File: config.mk
export PLATFORM = sky130hd
export DESIGN_NAME = uart_rx_fifo
export DESIGN_NICKNAME = d
export VERILOG_FILES = /design/src/rtl/uart_rx_fifo.sv
export SDC_FILE = /design/constraint.sdc
export NUM_CORES = 1
export LEC_CHECK = 0
export CORE_AREA = 2 2 140 210
export DETAILED_ROUTE_END_ITERATION = 8
export DIE_AREA = 0 0 142 212
export MAX_ROUTING_LAYER = met4
export PLACE_DENSITY = 0.62
export SLEW_MARGIN = 0
export SYNTH_ARGS = -nofsm -noshare
export SYNTH_HDL_FRONTEND = slang
export SYNTH_SLANG_ARGS = --single-unit
File: constraint.sdc
create_clock -name clk -period 3.55 [get_ports clk]
set_clock_uncertainty 0.2 [all_clocks]
set_input_delay 0.355 -clock clk [delete_from_list [all_inputs] [get_ports clk]]
set_output_delay 0.355 -clock clk [all_outputs]
set_load 0.005 [all_outputs]
File: src/rtl/uart_rx_fifo.sv
// UART receiver (start / DATA_BITS LSB-first / optional parity / stop) feeding a show-ahead receive FIFO.
// Define UART_RX_PARITY_EN to compile in the parity bit, the PARITY_ODD parameter and parity_err.
module uart_rx_fifo #(
    parameter int CLK_FREQ   = 100_000_000,
    parameter int BAUD_RATE  = 115200,
    parameter int DATA_BITS  = 8,
    parameter int FIFO_DEPTH = 32
`ifdef UART_RX_PARITY_EN
    ,
    parameter bit PARITY_ODD = 1'b0
`endif
) (
    input  logic                          clk,
    input  logic                          rst,
    input  logic                          rs_rx,
    input  logic                          rd_en,
    output logic [DATA_BITS-1:0]          rx_data,
    output logic                          rx_valid,
    output logic                          rx_done,
    output logic [$clog2(FIFO_DEPTH):0]   rx_count,
    output logic                          frame_err,
    output logic                          overrun_err,
    output logic                          parity_err
);
    localparam int CLKS_PER_BIT = CLK_FREQ / BAUD_RATE;
    localparam int HALF_BIT     = CLKS_PER_BIT / 2;
    localparam int CW           = $clog2(CLKS_PER_BIT);
    localparam int BW           = $clog2(DATA_BITS);
    localparam int AW           = $clog2(FIFO_DEPTH);
    localparam int NW           = AW + 1;

    typedef enum logic [2:0] {
        IDLE   = 3'd0,
        START  = 3'd1,
        DATA   = 3'd2,
        PARITY = 3'd3,
        STOP   = 3'd4,
        BREAK  = 3'd5
    } state_t;

    state_t               state;
    logic                 sync1;
    logic                 rx_s;
    logic [CW-1:0]        cnt;
    logic [BW-1:0]        bit_cnt;
    logic [DATA_BITS-1:0] shift;
    logic                 par_bad;
    logic                 pend_wr;
    logic                 pend_ferr;
`ifdef UART_RX_PARITY_EN
    logic                 pend_perr;
`endif

    logic [DATA_BITS-1:0] mem [FIFO_DEPTH];
    logic [AW-1:0]        wr_ptr;
    logic [AW-1:0]        rd_ptr;
    logic [NW-1:0]        count;
    logic                 full;
    logic                 do_rd;
    logic                 do_wr;

    always_ff @(posedge clk) begin
        if (rst) begin
            sync1 <= 1'b1;
            rx_s  <= 1'b1;
        end else begin
            sync1 <= rs_rx;
            rx_s  <= sync1;
        end
    end

    // Each bit is sampled when the down-counter reaches zero; pend_* carry the stop-bit verdict for one cycle.
    always_ff @(posedge clk) begin
        if (rst) begin
            state     <= IDLE;
            cnt       <= '0;
            bit_cnt   <= '0;
            shift     <= '0;
            pend_wr   <= 1'b0;
            pend_ferr <= 1'b0;
`ifdef UART_RX_PARITY_EN
            pend_perr <= 1'b0;
            par_bad   <= 1'b0;
`endif
        end else begin
            pend_wr   <= 1'b0;
            pend_ferr <= 1'b0;
`ifdef UART_RX_PARITY_EN
            pend_perr <= 1'b0;
`endif
            case (state)
                IDLE: begin
                    if (!rx_s) begin
                        state <= START;
                        cnt   <= CW'(HALF_BIT - 1);
                    end
                end
                START: begin
                    if (cnt != '0) begin
                        cnt <= cnt - 1'b1;
                    end else if (rx_s) begin
                        state <= IDLE;
                    end else begin
                        state   <= DATA;
                        cnt     <= CW'(CLKS_PER_BIT - 1);
                        bit_cnt <= BW'(DATA_BITS - 1);
                    end
                end
                DATA: begin
                    if (cnt != '0) begin
                        cnt <= cnt - 1'b1;
                    end else begin
                        shift <= {rx_s, shift[DATA_BITS-1:1]};
                        cnt   <= CW'(CLKS_PER_BIT - 1);
                        if (bit_cnt == '0) begin
`ifdef UART_RX_PARITY_EN
                            state <= PARITY;
`else
                            state <= STOP;
`endif
                        end else begin
                            bit_cnt <= bit_cnt - 1'b1;
                        end
                    end
                end
`ifdef UART_RX_PARITY_EN
                PARITY: begin
                    if (cnt != '0) begin
                        cnt <= cnt - 1'b1;
                    end else begin
                        par_bad <= ((^shift) ^ rx_s) != PARITY_ODD;
                        state   <= STOP;
                        cnt     <= CW'(CLKS_PER_BIT - 1);
                    end
                end
`endif
                STOP: begin
                    if (cnt != '0) begin
                        cnt <= cnt - 1'b1;
                    end else if (!rx_s) begin
                        pend_ferr <= 1'b1;
                        state     <= BREAK;
                    end else if (par_bad) begin
`ifdef UART_RX_PARITY_EN
                        pend_perr <= 1'b1;
`endif
                        state     <= IDLE;
                    end else begin
                        pend_wr <= 1'b1;
                        state   <= IDLE;
                    end
                end
                BREAK: begin
                    if (rx_s) state <= IDLE;
                end
                default: state <= IDLE;
            endcase
        end
    end

`ifndef UART_RX_PARITY_EN
    assign par_bad = 1'b0;
`endif

    assign full     = (count == NW'(FIFO_DEPTH));
    assign do_rd    = rd_en && (count != '0);
    // A full FIFO still accepts a word when the head is popped in the same cycle.
    assign do_wr    = pend_wr && (!full || do_rd);
    assign rx_valid = (count != '0);
    assign rx_count = count;
    assign rx_data  = rx_valid ? mem[rd_ptr] : '0;

    always_ff @(posedge clk) begin
        if (!rst && do_wr) mem[wr_ptr] <= shift;
    end

    always_ff @(posedge clk) begin
        if (rst) begin
            wr_ptr      <= '0;
            rd_ptr      <= '0;
            count       <= '0;
            rx_done     <= 1'b0;
            overrun_err <= 1'b0;
            frame_err   <= 1'b0;
        end else begin
            if (do_wr) wr_ptr <= wr_ptr + 1'b1;
            if (do_rd) rd_ptr <= rd_ptr + 1'b1;
            case ({do_wr, do_rd})
                2'b10:   count <= count + 1'b1;
                2'b01:   count <= count - 1'b1;
                default: count <= count;
            endcase
            rx_done     <= do_wr;
            overrun_err <= pend_wr && !do_wr;
            frame_err   <= pend_ferr;
        end
    end

`ifdef UART_RX_PARITY_EN
    always_ff @(posedge clk) begin
        if (rst) parity_err <= 1'b0;
        else     parity_err <= pend_perr;
    end
`else
    assign parity_err = 1'b0;
`endif

endmodule

After elaboration in Yosys (flattened, before gate mapping)

Memories as Yosys holds them, arrays and structs flattened. A register that Yosys moved wholly into a read port is not among the register bits.
Cells that the tools add are included.

Flip-flop bits (word level): 47
RAM bits: 256
Bits of input ports: 4
Logic and storage cells: 88
Memories kept: 1

Memory list:

| memory | depth | bits a word | read ports | clocked after memory_dff | write ports | RTL line | text |
|---|---|---|---|---|---|---|---|
| mem    | 32    | 8           | 1          | 1                        | 1           | 54       | `logic [DATA_BITS-1:0] mem [FIFO_DEPTH];` |

Add/subtract/negate cells: 6
Eq/ne operators: 17
Mux-type cells: 28
Bitwise logic cells: 2
Reduce and logical (&&, ||, !) cells: 20

Operators by type and width:

| operator                | number |
|---|---|
| $mux W10                | 5 |
| $pmux W10 S4            | 1 |
| $mux W3                 | 11 |
| $ne A2 B2 Y1 const B    | 9 |
| $pmux W3 S5             | 1 |
| $pmux W6 S2             | 1 |
| $add A5 B1 Y5 const B   | 2 |
| $mux W5                 | 2 |
| $reduce_bool A10 Y1     | 1 |
| $sub A10 B1 Y10 const B | 1 |
| $mux W8                 | 1 |
| $add A6 B1 Y6 const B   | 1 |
| $eq A3 B3 Y1 const B    | 2 |
| $eq A6 B6 Y1 const B    | 1 |
| $logic_not A3 Y1        | 2 |
| $pmux W3 S2             | 1 |
| $reduce_and A6 Y1       | 1 |
| $reduce_bool A6 Y1      | 1 |
| $sub A6 B1 Y6 const B   | 1 |
| $reduce_and A5 Y1       | 1 |
| $logic_and A1 B1 Y1     | 4 |
| $mux W1                 | 4 |
| $reduce_and A4 Y1       | 1 |
| $reduce_bool A2 Y1      | 2 |
| other kinds (13)        | 16 |

Depth between registers and ports, before layout

Gate-level depths: netlist (run 1).

Word-level depth: 7
Depth in mapped cells: 9

Worst setup path after synthesis (run 1)

Ideal clock, no wire load.

Kind: input to register
Start: input rd_en
End: register count[5] (netlist: rx_count[5])
Arrival: 2.588 ns
Data required time: 3.275 ns
Slack: 0.688 ns
Cell stages on the path: 9
Buffers on the path: 1
Cell sequence: clkbuf_1 -> inv_1 -> a311oi_1 -> ha_1 -> a211oi_1 -> o21bai_1 -> a21o_1 -> mux2_2 -> a31oi_1

Longest elaborated chain between the ends: 5

Ends and longest elaborated chain:

| item                                                     | RTL line | text |
|---|---|---|
| start, declared                                          | 16       | `input logic rd_en,` |
| $logic_and A1 B1 Y1 (*)                                  | 166      | `assign do_rd = rd_en && (count != '0);` |
| $logic_or A1 B1 Y1                                       | 168      | `assign do_wr = pend_wr && (!full \|\| do_rd);` |
| $logic_and A1 B1 Y1                                      | 168      |  |
| $eq A2 B1 Y1 / $eq A2 B2 Y1 (equally long branches)      | 188      | `case ({do_wr, do_rd})` |
| $pmux W6 S2 / $reduce_bool A2 Y1 (equally long branches) | --       |  |
| end signal, assigned                                     | 189      | `2'b10: count <= count + 1'b1;` |
| end signal, assigned                                     | 190      | `2'b01: count <= count - 1'b1;` |
| end signal, assigned                                     | 191      | `default: count <= count;` |
| end, declared                                            | 57       | `logic [NW-1:0] count;` |

Mark *: on every way between the ends. The rest lies on a longest branch, timed or not.
A chain may end at the register's enable or synchronous reset.

==> impl_summary.log, run 1 <==
INFO  metric status = finished clean
INFO  metric ctsLongestPathBuffers = 3
INFO  metric holdPathStages = 2
INFO  metric place_congestion = 0.868
INFO  metric rows = 76
INFO  metric fin_nets = 821
INFO  metric die_h = 212 um
INFO  metric postSynthAreaPerCell = 17.2 um2
INFO  metric antenna_found_initial = 1
INFO  metric r2r-end = mem[17][0]
INFO  metric yosys_warnings = 0
INFO  metric worstSetupStartpointType = flop
INFO  metric coreArea = 0.0284 mm2
INFO  metric vias_in_the_first_global_route = 7,040
INFO  metric regToRegStartpoint = rx_count[0]
INFO  metric fmax = 289 MHz
INFO  metric antenna_violating_nets_post_route = 0
INFO  metric synth_top_flop_cell = edfxtp_1
INFO  metric worst_path_class_setup = reg -> out
INFO  metric global_route_wire_length_before_repair = 41,200 um
INFO  metric cts_htree_levels = 1
INFO  metric tritoncts = built
INFO  metric postSynthRegisterBits = 308
INFO  metric unrepaired_setup_endpoints_after_global_routing = false
INFO  metric p_total = 8.29 mW
INFO  metric final_period_minus_worst_setup_slack = 3.46 ns
INFO  metric setup-tns-final = 0 ns
INFO  metric dieWidth = 142 um
INFO  metric dr.pass1.iters = 6
INFO  metric synth.lib_cells_used.distinct = 68
INFO  metric worst_r2r_path_depth = 6
INFO  metric via_per_inst = 5.81
INFO  metric worstPathCellList = buf_12 -> buf_16 -> mux4_2 -> mux4_2 -> nor2b_1 -> a2111oi_0 -> clkdlybuf4s50_1
INFO  metric synth_sequential_area_ratio = 69.7%
INFO  metric layout-drive-gt1-share = 24.5%
INFO  metric largest_stage_delay_worst_path = 0.50 ns
INFO  metric proportion_of_register_bits_with_asynchronous_set_or_reset_after_synthesis = 0%
INFO  metric crit_top_cell = mux4_2
INFO  metric critPathArrivalTime = 2.90 ns
INFO  metric wl = 27,200 um
INFO  metric ir_worst_vdd = 0.000299 V
INFO  metric drv_slew = 0
INFO  metric path_max_fanout = 12
INFO  metric drc = 0
INFO  metric critPathSlowestCell = mux4_2
INFO  metric worstPathRequired = 2.99 ns
INFO  metric syn_inst_count = 728
INFO  metric grt_overflow = 0
INFO  metric n_fill_cell = 2,260
INFO  metric clock_sink_count = 308
INFO  metric floorplan.die_area = 0.0301 mm2
INFO  metric dpl.hpwl = 17,700 um
INFO  metric tritoncts.num_buffers = 29
INFO  metric static-leakage-power = 4.82 nW
INFO  metric report.final.hold_viol_count = 0
INFO  metric hold_class = in -> reg
INFO  metric maxCapViolations = 0
INFO  metric setup_violation_total_in_the_final_timing_report = 0
INFO  metric via_count = 6,819
INFO  metric maxSlewHeadroom = 14.6%
INFO  metric initial_core_util = 44.0%
INFO  metric period_share = 97.3%
INFO  metric combined_area_of_all_synthesized_cells = 0.0125 mm2
INFO  metric min_from = rs_rx
INFO  metric clockRootBuffer = clkbuf_16
INFO  metric p_per_area = 573 mW/mm2
INFO  metric port-buffer-count = 21
INFO  metric timing.critical_path.to_type = output port
INFO  metric drt-initial-drc-count = 483
INFO  metric setup.reg_to_reg.worst_slack = 0.73 ns
INFO  metric area.growth.synth_to_final = 15.5%
INFO  metric detail_route.wl_per_cell = 23.2 um
INFO  metric cts.reportedPaths.clkPinSlew = 0.07 ns
INFO  metric synthesis.nets = 746
INFO  metric worst-slew-pin-transition = 1.28 ns
INFO  metric track_usage = 18.8%
INFO  metric synth_edf_count = 256
INFO  metric grt_start_max_net_pins = 47
INFO  metric worst_skew_pair.late_latency = 0.56 ns
INFO  metric hold_end = sync1
INFO  metric io_pins = 23
## power breakdown
group / internal [mW] / leakage [nW] / total, mW / switching, mW
Combinational: 0.650 / 1.56 / 1.23 / 0.580
Sequential: 3.89 / 2.79 / 3.94 / 0.0499
Clock: 1.81 / 0.469 / 3.11 / 1.30
Total: 6.36 / 4.82 / 8.29 / 1.93
## metrics by stage
step,util (%),hold WS [ns],cells,setup WS (ns),area (um2)
finish,50.9,0.164,1174,0.0946,14500
global route,50.9,0.159,1174,0.0247,14500
CTS,50.7,0.137,1168,0.00492,14400
detailed placement,47.0,0.202,1110,0.413,13400
global placement,47.0,0.203,1110,0.429,13400
floorplan,-,0.189,728,0.688,12500
## registers in the layout, indices dropped and copies added, names as in the netlist, 3 cells and up, named ones only
name / count
mem: 256
cnt: 10
shift: 8
rx_count: 6
rd_ptr: 5
wr_ptr: 5
bit_cnt: 3
state: 3
## repair_timing
item / 4_1_cts / 5_1_grt
setup buffers: 8 / 5
hold buffers: 0 / 0
setup endpoints to repair: 8 / 5
endpoints found under the hold margin: 0 / 0
gates resized for setup: 6 / 4
## how the worst max path moves through the flow
stage	endpoint	cells after the start	startpoint	slack, ns
2_1_floorplan	rx_count[5]	9	rd_en	0.69
3_3_place_gp	rx_data[4]	6	flop	0.43
3_5_place_dp	rx_data[7]	6	flop	0.41
4_1_cts	rx_data[5]	7	flop	0.005
5_1_grt	rx_data[1]	7	flop	0.02
6_report	rx_data[2]	7	flop	0.09
## critical path: cells and delay by family (launching register included)
family | cells | cell delay [ns]
muxes | 2 | 0.98
DFF | 1 | 0.36
buffers and inverters | 3 | 0.79
AOI/OAI and AO/OA | 1 | 0.07
and+or+nand+nor | 1 | 0.13
## cell families after synthesis
kind of cell	Yosys count	share of synthesized area, %
fa+ha+maj	14	1.46
compound gates	85	4.59
xor+xnor	12	0.839
flops	308	69.7
simple gates	161	6.54
buf+inv	51	2.04
mux	96	14.8
other cells	1	0.0300
## placed cells by master (no fill, tap or decap), types with 14 or more instances in the layout
cell	n
a21oi_1	18
buf_4	54
clkbuf_16	29
clkdlybuf4s50_1	14
dfxtp_1	50
edfxtp_1	256
mux2i_1	23
mux4_2	71
nand2_1	21
nor2_1	72
o21ai_0	18
## metal layers
layer | vias up | GRT usage, % | part of all wire, %
met5 | - | - | 0
met4 | 0 | 9.66 | 4.7
met3 | 69 | 3.11 | 4.4
met2 | 213 | 31.9 | 53
met1 | 3499 | 21.6 | 38
li1 | 3038 | - | -
## cell usage after synthesis (3+ instances only)
library cell    n  area share, %
o22ai_1         7           0.35
nor2_1         72            2.2
nand2b_1        4           0.20
a31oi_1         4           0.20
nor4_1          5           0.25
a211oi_1        6           0.36
buf_4          13           0.78
or3_1           5           0.25
a21o_1          3           0.18
o21ai_0        18           0.72
clkbuf_1       16           0.48
nor3_1          4           0.16
nand3b_1        3           0.18
a21oi_1        18           0.72
nand4_1         4           0.20
a2111oi_0       7           0.49
nand2_4         4           0.36
nor2b_1         9           0.45
nand3_1         9           0.36
buf_2           6           0.24
edfxtp_1      256             61
xnor2_1         5           0.35
inv_1          13           0.39
dfxtp_1        52            8.3
xor2_1          7           0.49
mux2i_1        23            1.8
mux4_2         71             13
nand2_1        21           0.63
ha_1           13            1.3
and3_1          3           0.15
or2_2           3           0.15
## cell type report
class	count	area [um2]	area share [%]
Clock buffer	34	754	5.22
Multi-Input combinational cell	369	3540	24.5
Inverter	14	52.6	0.363
Tap cell	351	439	3.04
Antenna cell	1	2.50	0.0173
Sequential cell	308	8730	60.4
Clock inverter	16	200	1.38
Timing Repair Buffer	81	742	5.13
Note: power is estimated with default switching activity, not from simulation.
==> run 2: changes to the inputs <==
clock period = 3.66 ns   (was 3.55 ns; I/O delays follow)
==> run 2 against run 1 <==
Final cell count decreased by 0.85%. Hold slack improved by 0.038 ns. Combinational power decreased by 9%. Non-clock buffer count decreased by 7. Die area unchanged. Clock power decreased by 12%. Worst setup slack improved by 0.026 ns. First-iteration DRC count increased by 3.3%. Total power decreased by 7.0%.
==> impl_summary.log, run 2 (same netlist as run 1, synthesis figures left out) <==
INFO  metric status = finished clean (unchanged)
INFO  metric tritoncts = built (unchanged)
INFO  metric n_fill_cell = 2,284 (was 2,260)
INFO  metric coreArea = 0.0284 mm2 (unchanged)
INFO  metric design_area = 0.0143 mm2 (was 0.0145 mm2)
INFO  metric io_pins = 23 (unchanged)
INFO  metric fin_util = 50.3% (was 50.9%)
INFO  metric cts_htree_levels = 1 (unchanged)
INFO  metric dr.pass1.iters = 5 (was 6)
INFO  metric most-common-layout-cells = edfxtp_1, nor2_1, mux4_2, dfxtp_1, buf_4 (was edfxtp_1, nor2_1, mux4_2, buf_4, dfxtp_1)
INFO  metric ctsLongestPathBuffers = 3 (unchanged)
INFO  metric fin_nets = 813 (was 821)
INFO  metric layout-drive-gt1-share = 22.9% (was 24.5%)
INFO  metric port-buffer-count = 21 (unchanged)
INFO  metric fmax = 283 MHz
INFO  metric worst-slew-pin-transition = 1.37 ns (was 1.28 ns)
INFO  metric p_per_area = 538 mW/mm2 (was 573 mW/mm2)
INFO  metric drc = 0 (unchanged)
INFO  metric wl = 26,400 um (was 27,200 um)
INFO  metric largest_registers = mem: 256 flops, cnt: 10 flops, shift: 8 flops (unchanged)
INFO  metric power.sequential.fraction = 49.9% (was 47.6%)
INFO  metric critPathArrivalTime = 2.97 ns (was 2.90 ns)
INFO  metric worstSetupStartpointType = flop (unchanged)
INFO  metric largest-register = mem (unchanged)
INFO  metric netSwitchingPower = 1.79 mW (was 1.93 mW)
INFO  metric hold_ws = 0.202 ns (was 0.164 ns)
INFO  metric period_share = 96.7%
INFO  metric combinationalPowerShare = 14.6% (was 14.9%)
INFO  metric path_max_fanout = 13 (was 12)
INFO  metric area.growth.synth_to_final = 14.3% (was 15.5%)
INFO  metric final_period_minus_worst_setup_slack = 3.54 ns
INFO  metric initial_core_util = 44.0% (unchanged)
INFO  metric timing.critical_path.to_type = output port (unchanged)
INFO  metric dpl.hpwl = 17,300 um (was 17,700 um)
INFO  metric worst_path_class_setup = reg -> out (unchanged)
INFO  metric unrepaired_setup_endpoints_after_global_routing = false (unchanged)
INFO  metric antenna_violating_nets_post_route = 0 (unchanged)
INFO  metric grt_overflow = 0 (unchanged)
INFO  metric global_route_wire_length_before_repair = 41,100 um (was 41,200 um)
INFO  metric clockRootBuffer = clkbuf_16 (unchanged)
INFO  metric grt_start_max_net_pins = 47 (unchanged)
INFO  metric maxCapViolations = 0 (unchanged)
INFO  metric worstPathRequired = 3.09 ns (was 2.99 ns)
INFO  metric via_count = 6,706 (was 6,819)
INFO  metric maxSlewHeadroom = 8.66% (was 14.6%)
INFO  metric dieWidth = 142 um (unchanged)
INFO  metric worst_skew_pair.late_latency = 0.54 ns (was 0.56 ns)
INFO  metric place_congestion = 0.842 (was 0.868)
INFO  metric place_area = 0.0134 mm2 (about the same)
INFO  metric antenna_found_initial = 0 (was 1)
INFO  metric hold_class = in -> reg (unchanged)
INFO  metric sw_frac_of_total = 23.2% (was 23.3%)
INFO  metric static-leakage-power = 4.67 nW (was 4.82 nW)
INFO  metric ir_worst_vdd = 0.000252 V (was 0.000299 V)
INFO  metric most_common_cell_after_layout_fill_and_taps_aside = edfxtp_1 (unchanged)
INFO  metric regArea = 0.00874 mm2 (was 0.00873 mm2)
INFO  metric floorplan.die_area = 0.0301 mm2 (unchanged)
INFO  metric rows = 76 (unchanged)
INFO  metric tritoncts.num_buffers = 28 (was 29)
INFO  metric p_total = 7.70 mW (was 8.29 mW)
INFO  metric power.internal = 5.91 mW (was 6.36 mW)
INFO  metric via_per_inst = 5.76 (was 5.81)
INFO  metric power_frac_clock = 35.6% (was 37.6%)
INFO  metric drt-initial-drc-count = 499 (was 483)
INFO  metric drv_slew = 0 (unchanged)
INFO  metric vias_in_the_first_global_route = 6,941 (was 7,040)
INFO  metric die_h = 212 um (unchanged)
INFO  metric detail_route.wl_per_cell = 22.7 um (was 23.2 um)
INFO  metric cts.reportedPaths.clkPinSlew = 0.06 ns (was 0.07 ns)
INFO  metric setup-tns-final = 0 ns (unchanged)
INFO  metric track_usage = 18.7% (was 18.8%)
INFO  metric setup_violation_total_in_the_final_timing_report = 0 (unchanged)
INFO  metric report.final.hold_viol_count = 0 (unchanged)
INFO  metric antenna_cells_inserted = 0 (was 1)
INFO  metric multi_input_comb_area = 0.00355 mm2 (was 0.00354 mm2)
INFO  metric clock_sink_count = 308 (unchanged)
INFO  metric max_reg_flops = 256 (unchanged)
[run 2: final cells by class]
type | instances | area share [%]
multi-input cells | 369 | 24.8
inverters | 14 | 0.367
clock buffers | 37 | 5.64
clock inverters | 11 | 0.385
well taps | 351 | 3.07
repair buffers | 74 | 4.70
flip-flops and latches | 308 | 61.1
[run 2: per-layer routing]
layer / part of all wire (%) / up-vias / global-route usage [%] / wire, um
li1: - / 3016 / - / -
met1: 38 / 3453 / 21.7 / 9940
met2: 54 / 181 / 32.8 / 14400
met3: 4.7 / 56 / 2.48 / 1250
met4: 3.1 / 0 / 7.45 / 818
met5: 0 / - / - / 0
[run 2: final timing paths]
path               startpoint           to  slack, ns  depth (start not counted)
setup / recovery         flop   rx_data[4]       0.12                          6
hold / removal          rs_rx        sync1       0.20                          2
setup reg to reg  rx_count[0]  rx_count[5]       0.81                          9
hold reg to reg         sync1         rx_s       0.22                          1
[run 2: timing repair]
item                       4_1_cts  5_1_grt
setup buffers                    5        0
setup endpoints to repair        8        4
resized for setup                2        4
hold buffers                     0        0
pin swaps                        0        0
[run 2: power by group through the flow]
stage          clock network [mW]  registers, mW  logic (mW)
2_1_floorplan                   0           3.88       0.739
3_3_place_gp                    0           3.96       0.977
3_5_place_dp                    0           3.97       0.996
4_1_cts                      2.80           3.84        1.13
5_1_grt                      2.93           3.85        1.22
6_report                     2.74           3.84        1.12
[run 2: stage by stage]
| step | setup WS (ns) | std cells |
|---|---|---|
| 6_report | 0.121 | 1164 |
| 5_1_grt | 0.00774 | 1164 |
| 4_1_cts | 0.0978 | 1164 |
| 3_5_place_dp | 0.331 | 1111 |
| 3_3_place_gp | 0.413 | 1111 |
| 2_1_floorplan | 0.787 | 728 |
[run 2: worst max-delay path, cell delays in order, from the launching register on]
cell and delay (ns):
dfxtp_4 0.45, buf_16 0.19, mux4_2 0.56, mux4_2 0.48, nor2b_1 0.17, a2111oi_0 0.10
clkdlybuf4s50_1 0.49
